--- src/rtl/br_flow_serializer_if.sv ---
// Push/pop handshake bundle for br_flow_serializer: wide packets in, narrow tagged flits out.
// Latency: none (wires only).
// Backpressure: push_ready/pop_ready follow the usual valid-ready rules.
// Ports: push_valid/push_ready/push_data (packet side), pop_valid/pop_ready/pop_data/pop_id/pop_last
// (flit side). slave = serializer view, master = the environment driving packets and taking flits.
interface br_flow_serializer_if #(
    parameter int PushWidth = 2,
    parameter int PopWidth  = 1
);
    localparam int NumPopFlits    = PushWidth / PopWidth;
    localparam int PopFlitIdWidth = (NumPopFlits > 1) ? $clog2(NumPopFlits) : 1;

    logic                      push_ready;
    logic                      push_valid;
    logic [PushWidth-1:0]      push_data;
    logic                      pop_ready;
    logic                      pop_valid;
    logic [PopWidth-1:0]       pop_data;
    logic [PopFlitIdWidth-1:0] pop_id;
    logic                      pop_last;

    modport slave (
        input  push_valid, push_data, pop_ready,
        output push_ready, pop_valid, pop_data, pop_id, pop_last
    );

    modport master (
        output push_valid, push_data, pop_ready,
        input  push_ready, pop_valid, pop_data, pop_id, pop_last
    );
endinterface

--- src/rtl/br_flow_serializer.sv ---
// Splits each PushWidth packet into NumPopFlits PopWidth flits tagged with pop_id/pop_last.
// Latency: first flit valid 1 cycle after push acceptance; 1 flit/cycle, no bubble between packets.
// Backpressure: push_ready only when empty or the last flit pops this cycle; pop side holds under !pop_ready.
// Ports: clk, rst_n (synchronous, active-low), bus (slave modport of br_flow_serializer_if).
module br_flow_serializer #(
    parameter int PushWidth                     = 2,
    parameter int PopWidth                      = 1,
    parameter bit SerializeMostSignificantFirst = 1'b1
) (
    input logic                clk,
    input logic                rst_n,
    br_flow_serializer_if.slave bus
);
    localparam int NumPopFlits    = PushWidth / PopWidth;
    localparam int PopFlitIdWidth = (NumPopFlits > 1) ? $clog2(NumPopFlits) : 1;
    localparam logic [PopFlitIdWidth-1:0] LastId = PopFlitIdWidth'(NumPopFlits - 1);

    if ((PopWidth < 1) || (PushWidth <= PopWidth) || ((PushWidth % PopWidth) != 0)) begin : g_bad_widths
        $error("br_flow_serializer: PushWidth must exceed and be a multiple of PopWidth");
    end

    typedef enum logic {
        EMPTY   = 1'b0,
        SENDING = 1'b1
    } state_t;

    state_t                    state;
    logic [PushWidth-1:0]      hold;
    logic [PopFlitIdWidth-1:0] cnt;
    logic [PopFlitIdWidth-1:0] cnt_nxt;
    logic                      pop_valid_q;
    logic                      pop_last_q;
    logic [PopWidth-1:0]       flit;
    logic                      pop_hs;
    logic                      push_ready_c;
    logic                      push_hs;

    assign cnt_nxt      = cnt + 1'b1;
    assign pop_hs       = pop_valid_q && bus.pop_ready;
    // Accepting alongside the last pop keeps the output streaming with no idle cycle.
    // Held low during reset so nothing is accepted while the block is being cleared.
    assign push_ready_c = rst_n && ((state == EMPTY) || (pop_hs && pop_last_q));
    assign push_hs      = push_ready_c && bus.push_valid;

    always_ff @(posedge clk) begin
        if (!rst_n) begin
            state       <= EMPTY;
            cnt         <= '0;
            pop_valid_q <= 1'b0;
            pop_last_q  <= 1'b0;
        end else begin
            case (state)
                EMPTY: begin
                    if (push_hs) begin
                        hold        <= bus.push_data;
                        cnt         <= '0;
                        state       <= SENDING;
                        pop_valid_q <= 1'b1;
                        pop_last_q  <= (LastId == '0);
                    end
                end
                SENDING: begin
                    if (pop_hs) begin
                        if (!pop_last_q) begin
                            cnt        <= cnt_nxt;
                            pop_last_q <= (cnt_nxt == LastId);
                        end else if (push_hs) begin
                            hold        <= bus.push_data;
                            cnt         <= '0;
                            pop_valid_q <= 1'b1;
                            pop_last_q  <= (LastId == '0);
                        end else begin
                            state       <= EMPTY;
                            cnt         <= '0;
                            pop_valid_q <= 1'b0;
                            pop_last_q  <= 1'b0;
                        end
                    end
                end
                default: state <= EMPTY;
            endcase
        end
    end

    // Flit k of the held packet; counter never exceeds LastId so one slice always matches.
    always_comb begin
        flit = '0;
        for (int k = 0; k < NumPopFlits; k++) begin
            if (cnt == PopFlitIdWidth'(k)) begin
                if (SerializeMostSignificantFirst) begin
                    flit = hold[PushWidth-1-k*PopWidth -: PopWidth];
                end else begin
                    flit = hold[k*PopWidth +: PopWidth];
                end
            end
        end
    end

    assign bus.push_ready = push_ready_c;
    assign bus.pop_valid  = pop_valid_q;
    assign bus.pop_data   = flit;
    assign bus.pop_id     = cnt;
    assign bus.pop_last   = pop_last_q;

    // Upstream must hold an unaccepted packet steady.
    a_push_stable: assert property (@(posedge clk) disable iff (!rst_n)
        bus.push_valid && !push_ready_c |=> bus.push_valid && $stable(bus.push_data));
    c_push_backpressure: cover property (@(posedge clk) disable iff (!rst_n)
        bus.push_valid && !push_ready_c);

    a_last_valid: assert property (@(posedge clk) disable iff (!rst_n)
        pop_last_q |-> pop_valid_q);
    a_id_range: assert property (@(posedge clk) disable iff (!rst_n)
        int'(cnt) < NumPopFlits);
    a_pop_stable: assert property (@(posedge clk) disable iff (!rst_n)
        pop_valid_q && !bus.pop_ready |=>
            pop_valid_q && $stable(flit) && $stable(cnt) && $stable(pop_last_q));
    a_ready_busy: assert property (@(posedge clk) disable iff (!rst_n)
        push_ready_c && (state != EMPTY) |-> pop_last_q && bus.pop_ready);
endmodule

--- src/flat_wrapper.sv ---
// flat-port wrapper written by rule: the top's interface ports become plain ports
module br_flow_serializer_flat 
#(
    parameter int PushWidth                     = 2,
    parameter int PopWidth                      = 1,
    parameter bit SerializeMostSignificantFirst = 1'b1
)
  (clk, rst_n, bus_push_valid, bus_push_data, bus_pop_ready, bus_push_ready, bus_pop_valid, bus_pop_data, bus_pop_id, bus_pop_last);
  br_flow_serializer_if #(.PushWidth(PushWidth), .PopWidth(PopWidth)) bus_i ();
  input logic clk;
  input logic rst_n;
  input wire logic [$bits(bus_i.push_valid)-1:0] bus_push_valid;
  input wire logic [$bits(bus_i.push_data)-1:0] bus_push_data;
  input wire logic [$bits(bus_i.pop_ready)-1:0] bus_pop_ready;
  output wire logic [$bits(bus_i.push_ready)-1:0] bus_push_ready;
  output wire logic [$bits(bus_i.pop_valid)-1:0] bus_pop_valid;
  output wire logic [$bits(bus_i.pop_data)-1:0] bus_pop_data;
  output wire logic [$bits(bus_i.pop_id)-1:0] bus_pop_id;
  output wire logic [$bits(bus_i.pop_last)-1:0] bus_pop_last;
  assign bus_i.push_valid = bus_push_valid;
  assign bus_i.push_data = bus_push_data;
  assign bus_i.pop_ready = bus_pop_ready;
  assign bus_push_ready = bus_i.push_ready;
  assign bus_pop_valid = bus_i.pop_valid;
  assign bus_pop_data = bus_i.pop_data;
  assign bus_pop_id = bus_i.pop_id;
  assign bus_pop_last = bus_i.pop_last;
  br_flow_serializer #(.PushWidth(PushWidth), .PopWidth(PopWidth), .SerializeMostSignificantFirst(SerializeMostSignificantFirst)) u_core (.clk(clk), .rst_n(rst_n), .bus(bus_i));
endmodule
--- config.mk ---
export PLATFORM = sky130hd
export DESIGN_NAME = br_flow_serializer_flat
export DESIGN_NICKNAME = d
export VERILOG_FILES = /design/src/rtl/br_flow_serializer_if.sv /design/src/rtl/br_flow_serializer.sv /design/src/flat_wrapper.sv
export SDC_FILE = /design/constraint.sdc
export NUM_CORES = 1
export LEC_CHECK = 0
export CORE_AREA = 4 4 41 43
export DETAILED_ROUTE_END_ITERATION = 10
export DIE_AREA = 0 0 45 47
export GPL_ROUTABILITY_DRIVEN = 1
export SLEW_MARGIN = 0
export SYNTH_ARGS = -nofsm -noshare
export SYNTH_HDL_FRONTEND = slang
export SYNTH_SLANG_ARGS = --single-unit
export TNS_END_PERCENT = 30
--- constraint.sdc ---
create_clock -name clk -period 1.3 [get_ports clk]
set_clock_uncertainty 0.2 [all_clocks]
set_input_delay 0.325 -clock clk [delete_from_list [all_inputs] [get_ports clk]]
set_output_delay 0.325 -clock clk [all_outputs]
set_load 0.01 [all_outputs]
; ---- Word-level counts from Yosys, hierarchy flattened
; Cells that the tools add are included.
[classes]
n_addsub = 1
n_mux = 17
reduce_logical = 8
eq_ne = 3
n_bitwise = 1
[op_table]
columns = operator, count
row1 = 2-to-1 mux 1 bit, 10
row2 = 2-to-1 mux 2 bit, 3
row3 = case mux 1 bit (2 select lines), 3
row4 = AND reduction 3 bit, 2
row5 = logical AND 1 bit, 4
row6 = "inequality test 2 bit, second input constant", 2
row7 = case mux 2 bit (2 select lines), 1
row8 = "inequality test 2 x 1 -> 1 bit, second input constant", 1
row9 = AND reduction 2 bit, 1
row10 = "adder 1 bit, second input constant", 1
row11 = logical OR 1 bit, 1
row12 = NOT 1 bit, 1
[totals]
elab_cells = 34
input_bits = 6
output_inout_bits = 5
regBits = 5

; ---- Logic depth before layout (Yosys ltp)
[depth]
depth_word = 9
mapped_depth = 3
ltp_nobuf = 3

; ---- Least setup slack after synthesis
; No wires, ideal clock.
[synth_timing]
kind = reg2out
startpoint = reg, netlist name u_core.bus.pop_last
endpoint = out bus_pop_data
path_buffers = 0
path_stages_with_launch = 2
required_ns = 0.775
arrival_time_ns = 0.826
setup_slack_ns = -0.051
path_cell_list = dfxtp_1 -> mux2_2
[synth_lines]
columns = element, line
row1 = end: declaration, flat_wrapper.sv:17  ; output wire logic [$bits(bus_i.pop_data)-1:0] bus_pop_data;

; ---- Final worst setup path
[layout_timing]
startpoint = in bus_pop_ready
endpoint = out bus_push_ready
[layout_via]
elab_chain_cells = 4
[layout_lines]
columns = element, line
row1 = start: declaration, flat_wrapper.sv:14  ; input wire logic [$bits(bus_i.pop_ready)-1:0] bus_pop_ready;
row2 = logical AND 1 bit, br_flow_serializer.sv:39  ; assign pop_hs = pop_valid_q && bus.pop_ready;
row3 = logical AND 1 bit, br_flow_serializer.sv:42  ; assign push_ready_c = rst_n && ((state == EMPTY) || (pop_hs && pop_last_q));
row4 = logical OR 1 bit, br_flow_serializer.sv:42
row5 = logical AND 1 bit, br_flow_serializer.sv:42
row6 = end: declaration, flat_wrapper.sv:15  ; output wire logic [$bits(bus_i.push_ready)-1:0] bus_push_ready;
; No other way between the ends.

==> impl_results.md <==
- #FFs+latches synth: 5
- Pleak: between 0.15 and 0.2 nW
- Clock-pin slew on the worst setup and hold paths: around 40 ps
- Gr usage total: between 5 and 6%
- Starting DRT DRC Count: 0
- Fin. max-slew vios: 0
- Worst R2R Setup Slack: around 90 ps
- Crit. End Element: primary output
- Cell taking the most area after synthesis: dfxtp_1
- CTS Buf Count: 3
- DR WL/cell: slightly below 10 um
- Final period utilization: 119%
- Core Area: roughly 1300 um^2
- Core Util, Final: 33.0%
- Cell variety after synth: 15
- Synthesized area per cell: ~11 um^2
- CP Launch Type: input pin
- Commonest cells after routing, fill and taps aside: 5 x buf_6, 5 x buf_4, 3 x clkbuf_4, 3 x clkdlybuf4s50_1
- # rows: 13
- Final nets: 47
- Post-route antenna net violation count: 0
- Initial antenna violation count: 0
- Num ports: 11
- Die H: approximately 47 um
- Final Cell Area: approximately 430 um^2
- Drt drc: 0
- Via count: ~230
- Clk buf depth: 2
- Setup crit start: bus_pop_ready
- Share of layout cells above drive strength 1: roughly 50%
- Worst slew pin tran: about 170 ps
- Cell Area, Synth: 221 um^2
- Max VDD drop: roughly 0.82 mV
- Power Density: 989 nW/um^2
- Syn Inst Count: 21
- Min-delay worst type: in -> reg
- Cts hold-fix bufs: 0
- Failing checks: setup timing
- Worst path arrival time: about 1000 ps
- Total power: about 0.00042 W
- Dpl hpwl: about 360 um
- Cell Area, Placed: approximately 360 um^2
- Reg2Reg Depth: 3
- Worst-Skew Late Latency: approximately 240 ps
- Vias in the first global route: 226
- Share of the synthesized area in the top cell type: between 20% and 30%
- TritonCTS clock tree: yes
- Largest net degree at the start of global routing: 6
- Worst EP required: between 700 and 800 ps
- CTS sink cnt: 5
- Capture point of the critical path: bus_push_ready
- Status: finished, violations left
- Max-Cap Viols: 0
- CP Cell Sequence: dlygate4sd2_1, nand3_2, nand2_2, and2_1, buf_2
- RSZ-0062 raised after global routing: true
- Post-Syn Nets: 27
- Final setup TNS: -618 ps
- Via density: between 4 and 5
- Final Setup Violations: 5
- R2R Path Start: u_core.bus.pop_last$_SDFFE_PN0P_
- Initial Util: between 10% and 20%
- Final Hold Fails: 0
- Root Buffer: clkbuf_4
- Placer congestion estimate: just over 0.7
- Area contributors post-synth: dfxtp_1 27%, edfxtp_1 27%, and3_1 5.6%
- Max Clk Rate: approximately 650 MHz
- Final setup margin: -250 ps
- Number of diodes: 0
- H-Tree Depth: 1
- Crit Path Class: in -> out
- First-pass GRT wire length: 793 um
- Sequential fraction of the synthesis area: between 50% and 60%
- Final worst path period need: approximately 1600 ps
- CP peak stage delay: ~270 ps
- Yosys warnings: 0
- Final WL: around 550 um
- WHS: ~380 ps
- Die width: ~45 um
- Die area: around 2100 um^2
- DRT Pass-1 Iters: 1
- Area grow syn2layout: 93.8%
- Worst rel slew slack: 88.5%
- Total congestion overflow: 0
- Port bufs: 10
- Reg2Reg Capture Point: u_core.hold[0]$_DFFE_PP_
- Crit Path Max Fanout: 3
- Crit-path slowest cell: dlygate4sd2_1
==> worst max-delay path, delay by kind of cell <==
kind | cells | cell delay, ps
buffers and inverters | 2 | 400
AND/OR/NAND/NOR | 3 | 290
==> where the power goes <==
part	switching [W]	internal [W]	total, W
Combinational	0.0000264	0.0000468	0.0000732
Sequential	0.00000532	0.000171	0.000177
Clock	0.0000589	0.000116	0.000175
Total	0.0000906	0.000334	0.000424
==> logic make-up (layout without fill, tap and decap cells) <==
| logic type | count (synthesis) | after routing | synth area share (%) |
|---|---|---|---|
| mux | 1 | 1 | 5.08 |
| buf+inv | 3 | 22 | 6.78 |
| flops | 5 | 5 | 54.2 |
| compound gates | 3 | 3 | 11.9 |
| simple gates | 9 | 9 | 22.0 |
==> stage by stage <==
stage | std cells | setup slack [ps]
4_1_cts | 54 | -244
5_1_grt | 55 | -278
3_5_place_dp | 49 | -872
6_report | 55 | -250
2_1_floorplan | 21 | 28.2
3_3_place_gp | 49 | -867
==> layer usage <==
| metal | track usage (%) | up-vias | wire (um) |
|---|---|---|---|
| li1 | - | 113 | - |
| met1 | 4.81 | 100 | 216 |
| met2 | 9.04 | 12 | 258 |
| met3 | 4.98 | 2 | 52 |
| met4 | 1.75 | 0 | 19 |
| met5 | 0 | - | 0 |
==> how the worst min path moves through the flow <==
stage,start,to,slack [ps],cells after the start
2_1_floorplan,bus_push_data[0],u_core.hold[0]$_DFFE_PP_,220,0
5_1_grt,u_core.state$_SDFF_PN0_,u_core.state$_SDFF_PN0_,410,3
6_report,rst_n,u_core.bus.pop_last$_SDFFE_PN0P_,380,3
3_3_place_gp,u_core.state$_SDFF_PN0_,u_core.state$_SDFF_PN0_,310,2
3_5_place_dp,u_core.state$_SDFF_PN0_,u_core.state$_SDFF_PN0_,310,2
4_1_cts,u_core.state$_SDFF_PN0_,u_core.state$_SDFF_PN0_,320,2
==> state kept, by name, summed over array words and instances, names as in the netlist <==
register              cells
u_core.bus.pop_valid      1
u_core.hold               2
u_core.state              1
u_core.bus.pop_last       1
==> synthesized netlist by cell type <==
library cell	n
inv_1	2
and2_1	1
a21boi_0	1
edfxtp_1	2
a31o_1	1
mux2_2	1
and3_1	2
nand3_1	1
nand2_1	2
nor3_1	1
nor2b_1	1
nand4_1	1
buf_4	1
dfxtp_1	3
o211a_1	1
==> final cells by class <==
type	count	area, um^2
timing repair buffer	16	146
tap	15	18.8
sequential	5	125
fill	145	872
multi-input combinational	13	105
inverter	2	7.51
clock buffer	4	26.3
==> timing repair <==
item	in CTS	in global routing
setup endpoints to repair	8	6
gates cloned	0	0
setup buffers	1	1
gates resized for setup	29	5
pin swaps	1	1
No activity file was read; power rests on OpenSTA's default activity.
